File: config.mk
export PLATFORM = sky130hd
export DESIGN_NAME = seq1101_tx
export DESIGN_NICKNAME = d
export VERILOG_FILES = /design/src/rtl/seq1101_pkg.sv /design/src/rtl/seq1101_tx.sv
export SDC_FILE = /design/constraint.sdc
export NUM_CORES = 1
export LEC_CHECK = 0
export ABC_CLOCK_PERIOD_IN_PS = 4190
export BUFFER_PORTS_ARGS = -buffer_cell sky130_fd_sc_hd__buf_2
export CAP_MARGIN = 40
export CORE_MARGIN = 2
export CORE_UTILIZATION = 50
export CTS_BUF_LIST = sky130_fd_sc_hd__clkbuf_4 sky130_fd_sc_hd__clkbuf_8 sky130_fd_sc_hd__clkbuf_16
export CTS_CLUSTER_DIAMETER = 200
export DETAILED_ROUTE_END_ITERATION = 12
export PLACE_DENSITY = 0.76
export SETUP_SLACK_MARGIN = 0.05
export SLEW_MARGIN = 30
export SYNTH_ARGS = -nofsm -noshare
export SYNTH_HDL_FRONTEND = slang
export SYNTH_SLANG_ARGS = --single-unit
File: constraint.sdc
create_clock -name clk -period 4.19 [get_ports clk]
set_input_delay 0.6285 -clock clk [delete_from_list [all_inputs] [get_ports clk]]
set_output_delay 0.6285 -clock clk [all_outputs]
set_load 0.05 [all_outputs]
File: src/rtl/seq1101_pkg.sv
// seq1101_pkg: shared definitions for the 1101 sync-frame transmitter.
//   state_t    - frame sequencer states (idle, sync, payload, gap)
//   SYNC_WORD  - sync pattern, transmitted MSB first
//   SYNC_LEN   - number of sync bits
//   cnt_width  - width of the per-state bit down-counter
package seq1101_pkg;

    typedef enum logic [1:0] {
        ST_IDLE = 2'd0,
        ST_SYNC = 2'd1,
        ST_DATA = 2'd2,
        ST_GAP  = 2'd3
    } state_t;

    localparam logic [3:0] SYNC_WORD = 4'b1101;
    localparam int         SYNC_LEN  = 4;

    // The counter holds "bits remaining after the current one", so its
    // largest value is max(SYNC_LEN, dw, gp) - 1. Because SYNC_LEN is 4,
    // the result is never less than 2 bits.
    function automatic int cnt_width(input int dw, input int gp);
        int m;
        m = SYNC_LEN;
        if (dw > m) m = dw;
        if (gp > m) m = gp;
        return $clog2(m);
    endfunction

endpackage

File: src/rtl/seq1101_tx.sv
// seq1101_tx: serial frame transmitter. Each frame is the sync pattern 1101,
// then DATA_W payload bits (MSB first), then GAP zero bits, one bit per clock.
//
// Ports
//   clk        in   clock, rising edge
//   rst        in   asynchronous active-low reset
//   start      in   frame request, sampled only while ready=1
//   data       in   payload word, captured on the accepting edge
//   ready      out  high only while idle
//   out        out  registered serial bit stream
//   done       out  one-cycle pulse in the first idle cycle after a frame
//   dbg_state  out  current sequencer state
//
// Handshake: a frame is accepted at a rising edge where ready=1 and start=1.
// start while ready=0 is dropped, not queued. ready is low from the accepting
// edge until the frame's last gap bit has been sent.
module seq1101_tx
    import seq1101_pkg::*;
#(
    parameter int DATA_W = 8,
    parameter int GAP    = 2
) (
    input  logic              clk,
    input  logic              rst,
    input  logic              start,
    input  logic [DATA_W-1:0] data,
    output logic              ready,
    output logic              out,
    output logic              done,
    output state_t            dbg_state
);

    localparam int CW = cnt_width(DATA_W, GAP);

    state_t            state;
    logic [CW-1:0]     cnt;    // bits still to send in this state after the current one
    logic [DATA_W-1:0] shreg;  // payload, MSB is the next payload bit

    assign dbg_state = state;

    // Every output is assigned with the state that drives it, so out, ready
    // and done are registered and never combinational from start or data.
    always_ff @(posedge clk or negedge rst) begin
        if (!rst) begin
            state <= ST_IDLE;
            cnt   <= '0;
            shreg <= '0;
            out   <= 1'b0;
            ready <= 1'b1;
            done  <= 1'b0;
        end else begin
            done <= 1'b0;
            unique case (state)
                ST_IDLE: begin
                    out <= 1'b0;
                    if (start) begin
                        state <= ST_SYNC;
                        ready <= 1'b0;
                        shreg <= data;
                        out   <= SYNC_WORD[SYNC_LEN-1];
                        cnt   <= CW'(SYNC_LEN - 1);
                    end
                end
                ST_SYNC: begin
                    if (cnt != '0) begin
                        // cnt is at most 3 here, so the low two bits index the word.
                        out <= SYNC_WORD[cnt[1:0] - 2'd1];
                        cnt <= cnt - 1'b1;
                    end else begin
                        state <= ST_DATA;
                        out   <= shreg[DATA_W-1];
                        shreg <= shreg << 1;
                        cnt   <= CW'(DATA_W - 1);
                    end
                end
                ST_DATA: begin
                    if (cnt != '0) begin
                        out   <= shreg[DATA_W-1];
                        shreg <= shreg << 1;
                        cnt   <= cnt - 1'b1;
                    end else begin
                        state <= ST_GAP;
                        out   <= 1'b0;
                        cnt   <= CW'(GAP - 1);
                    end
                end
                ST_GAP: begin
                    out <= 1'b0;
                    if (cnt != '0) begin
                        cnt <= cnt - 1'b1;
                    end else begin
                        state <= ST_IDLE;
                        ready <= 1'b1;
                        done  <= 1'b1;
                        cnt   <= '0;
                    end
                end
                default: begin
                    state <= ST_IDLE;
                    ready <= 1'b1;
                    out   <= 1'b0;
                    cnt   <= '0;
                end
            endcase
        end
    end

endmodule

After elaboration in Yosys (flattened, before gate mapping)
Index checks and enable logic that the tools add are counted.
- register bits after elaboration: 16
- bits in latches: 0
- bits in writable memories: 0
- ROM bits: 0
- bits of input ports: 11
- output and inout port bits: 5
- word-level logic and storage cells: 49
- memories kept: 0
- $add $sub $neg: 2
- $mul: 0
- div/mod/pow operators: 0
- $lt $le $gt $ge: 1
- equality and inequality tests: 8
- shifts and indexed selects: 0
- mux-type cells: 25
- bitwise gates (word level): 0
- reduce and logical (&&, ||, !) cells: 7
- operator list (kind ; number):
    $mux W8 ; 3
    $pmux W8 S3 ; 1
    $mux W3 ; 4
    $pmux W3 S4 ; 1
    $ne A2 B2 Y1 const B ; 5
    $mux W1 ; 8
    $mux W2 ; 4
    $pmux W2 S4 ; 1
    $reduce_and A4 Y1 ; 2
    $reduce_bool A3 Y1 ; 2
    $eq A2 B2 Y1 const B ; 2
    $pmux W1 S4 ; 1
    $lt A2 B3 Y1 const B ; 1
    $reduce_and A3 Y1 ; 1
    $sub A3 B1 Y3 const B ; 1
    $bmux W1 S2 ; 1
    $eq A2 B1 Y1 const B ; 1
    $logic_not A2 Y1 ; 1
    $pmux W1 S2 ; 1
    $reduce_bool A2 Y1 ; 1
    $sub A2 B1 Y2 const B ; 1

Depth between registers and ports, before layout
- word-level depth: 5
- gate-level depth with buffers: 6
- mapped depth without buffers: 5

Least setup slack after synthesis
No wires, ideal clock.
- path kind: register to register
- start: register state[0] (netlist: dbg_state[0])
- end: register shreg[0]
- data arrival time: 2179 ps
- setup slack: 1887 ps
- stages on the path, launching flop included: 6
- path buffers: 0
- clock period less this slack: 2303 ps
- cell sequence: dfrtp_1 -> inv_1 -> ha_1 -> nor2b_1 -> a2111oi_4 -> mux2_2
- cells in the longest elaborated chain, start to end: 3
- elaborated cells on any way between the ends: 9
- those cells by class: eq/ne: 5; mux: 1; reduce/logical: 3
- ends and longest elaborated chain (element ; RTL line ; text):
    start: declaration ; seq1101_tx.sv:35 ; state_t state;
    start signal: assignment ; seq1101_tx.sv:45 ; state <= ST_IDLE;
    start signal: assignment ; seq1101_tx.sv:57 ; state <= ST_SYNC;
    start signal: assignment ; seq1101_tx.sv:70 ; state <= ST_DATA;
    $eq A2 B1 Y1, or another cell as far along ; seq1101_tx.sv:53 ; unique case (state)
    $ne A2 B2 Y1 (no line) or $reduce_bool A3 Y1 (tied branches) ; - ;
    $reduce_and A4 Y1 (no line) ; - ;
    end signal: assignment ; seq1101_tx.sv:59 ; shreg <= data;
    end signal: assignment ; seq1101_tx.sv:72 ; shreg <= shreg << 1;
    end signal: assignment ; seq1101_tx.sv:79 ; shreg <= shreg << 1;
    end: declaration ; seq1101_tx.sv:37 ; logic [DATA_W-1:0] shreg;
Several ways; a longest one is shown, not always the timed one.
A chain may end at the register's enable or synchronous reset.

Worst setup path in the final report
- start: register state[1] (netlist: dbg_state[1])
- end: register shreg[4]
Same word-level chain as after synthesis.

==> flow_metrics.py <==
metrics = {
    "clock_network": {
        "cts-hold-fix-buffers": 0,
        "cts_sinks": 16,
        "clock_latency_ps": 290,
        "cts_tree": "built",
        "post-cts-setup-buffers": 0,
        "cts_resized": 0,
        "clk_pin_slew_worst_paths_ps": 90,
        "htreeDepth": 1,
        "cts-root-buf": "clkbuf_4",
        "cts_buffer_depth": 2,
        "cts_buffers": 3,
    },
    "yosys": {
        "ys_types": 32,
        "syn_inst": 77,
        "yosys-top-cells-area": "dfrtp_1, mux2_2, ha_1",
        "yosys-top-cells-count": "mux2_2, dfrtp_1, ha_1",
        "ys_seq_elements": 16,
        "synth_nets": 94,
        "syn_area_per_cell_um2": 12.27,
        "yosysTopAreaCell": "dfrtp_1",
        "yosysMostFrequentCell": "mux2_2",
        "syn_area_um2": 944.7,
        "synthFlopType": "dfrtp_1",
        "synth_edf_count": 0,
        "synth.top_cell.area_share": 0.3974,
        "ys_seq_area_frac": 0.4252,
        "synth_warnings": 0,
        "async_flop_share": 1.000,
    },
    "placed_design": {
        "dp.cells": 113,
        "dp_hpwl_mm": 1.245,
        "gp_congestion": 0.7482,
        "port_buffers": 15,
    },
    "finish": {
        "post-route-util": 0.6093,
        "nFillCells": 138,
        "nets": 110,
        "syn2layout_area_growth_pct": 12.58,
        "drive_above_1_share": 0.4565,
        "instances_no_fill": 117,
        "antennaDiodeCount": 0,
    },
    "global_routing": {
        "track_usage": 0.1732,
        "grt_pass1_wl_mm": 2.635,
        "antenna_found_initial": 0,
        "grt_pass1_vias": 589,
        "grt_max_degree": 17,
        "grt_remaining_overflow": 0,
    },
    "drt": {
        "antenna_left": 0,
        "drc": 0,
        "drtIter0Drc": 13,
        "via_per_inst": 5.650,
        "routed_wirelength_mm": 1.645,
        "drt_pass1_iterations": 4,
        "post_drt_wl_per_cell_um": 14.06,
        "num_vias": 661,
    },
    "worst_setup_path": {
        "start_kind": "register",
        "crit_type": "register to register",
        "cp_slowest_stage_delay_ps": 590,
        "crit_fanout": 8,
        "slowest_stage": "a2111oi_4",
        "path_cells": "inv_1, ha_1, o31a_1, a2111oi_4, mux2_2",
        "cp_data_arrival_time_ps": 2320,
        "cp-end-kind": "register",
        "required_ps": 4370,
    },
    "sta": {
        "hold_violations": 0,
        "fin_setup_tns_ps": 0,
        "finalSetupViolCount": 0,
        "skew_ps": 1.597,
        "period_needed_ps": 2137,
        "slew_viol_final": 0,
        "worst_slew_pin_slew_ps": 628.8,
        "max_slew_margin": 0.5808,
        "fmax_mhz": 468.0,
        "rsz0062_at_grt": "false",
        "fin_crit_sh": 0.5100,
        "hold_ws_ps": 223.3,
    },
    "outcome": {
        "status": "finished, final reports clean",
    },
    "floorplanning": {
        "io_pins": 16,
        "die_area_um2": 2253,
        "core_region_area_um2": 1745,
        "fp-row-count": 15,
        "die_h_um": 47.47,
        "start_util": 0.5412,
        "die_x_um": 47.47,
    },
    "flow_run": {
        "maxCapViolCount": 0,
    },
    "worst_hold_path": {
        "holdCritPathClass": "primary input to asynchronous set/reset pin",
    },
}
## stage by stage
step                cell area [um2]  setup slack (ps)
detailed placement             1027              2054
global placement               1027              2135
CTS                            1064              2050
floorplan                     944.7              1887
global route                   1064              1905
finish                         1064              2053
## registers in the layout, summed over array words and instances (netlist names)
name,count
done,1
dbg_state,2
out,1
ready,1
shreg,8
cnt,3
## routing by layer
layer | up-vias | share of wire | GRT usage
met5 | - | 0 | 0
met4 | 0 | 0.023 | 0.08333
met3 | 5 | 0.047 | 0.04528
met2 | 17 | 0.47 | 0.2865
met1 | 323 | 0.46 | 0.2090
li1 | 316 | - | -
## worst paths after layout
path	depth (start not counted)	to	slack (ps)	startpoint
worst min register to register	1	shreg[2]$_DFFE_PN0P_	510	shreg[2]$_DFFE_PN0P_
worst max register to register	5	shreg[4]$_DFFE_PN0P_	2050	dbg_state[1]$_DFFE_PN0P_
max in group asynchronous	1	ready$_DFFE_PN1P_	3670	rst
worst min-delay path	1	shreg[4]$_DFFE_PN0P_	220	rst
worst max-delay path	5	shreg[4]$_DFFE_PN0P_	2050	dbg_state[1]$_DFFE_PN0P_
min in group clk	1	shreg[2]$_DFFE_PN0P_	510	shreg[2]$_DFFE_PN0P_
## layout make-up
| class | instances | area (um2) | area share |
|---|---|---|---|
| repair buffers | 15 | 75.07 | 0.07059 |
| well taps | 25 | 31.28 | 0.02941 |
| multi-input cells | 54 | 508.0 | 0.4776 |
| flip-flops and latches | 16 | 401.6 | 0.3776 |
| clock buffers | 4 | 36.28 | 0.03412 |
| inverters | 3 | 11.26 | 0.01059 |
## worst max-delay path, delay by kind of cell, from the launching register on
| family | cells | cell delay, ps |
|---|---|---|
| AOI/OAI and AO/OA | 2 | 780 |
| DFF | 1 | 440 |
| muxes | 1 | 420 |
| adders and majority gates | 1 | 290 |
| buffers and inverters | 1 | 100 |
## cell usage in the layout (no fill, tap or decap), types with 2 or more instances in the layout
cell / count
ha_1: 6
buf_2: 15
nor3_1: 3
clkbuf_4: 3
inv_1: 3
mux2i_1: 2
dfrtp_1: 15
nor2b_1: 2
nor2_1: 2
a21oi_1: 2
a211o_2: 2
mux2_2: 16
o31ai_1: 3
## cell families (layout without fill, tap and decap cells)
group	count (synthesis)	in the layout	synth area share
DFF	16	16	0.4252
AOI/OAI and AO/OA	17	17	0.1709
muxes	18	18	0.2119
and+or+nand+nor	13	13	0.07550
buffers and inverters	7	22	0.03707
adders and majority gates	6	6	0.07947
Power is left out: the tool's default activity adds up to more than one toggle a clock period on the data nets, which glitch-free logic cannot reach.
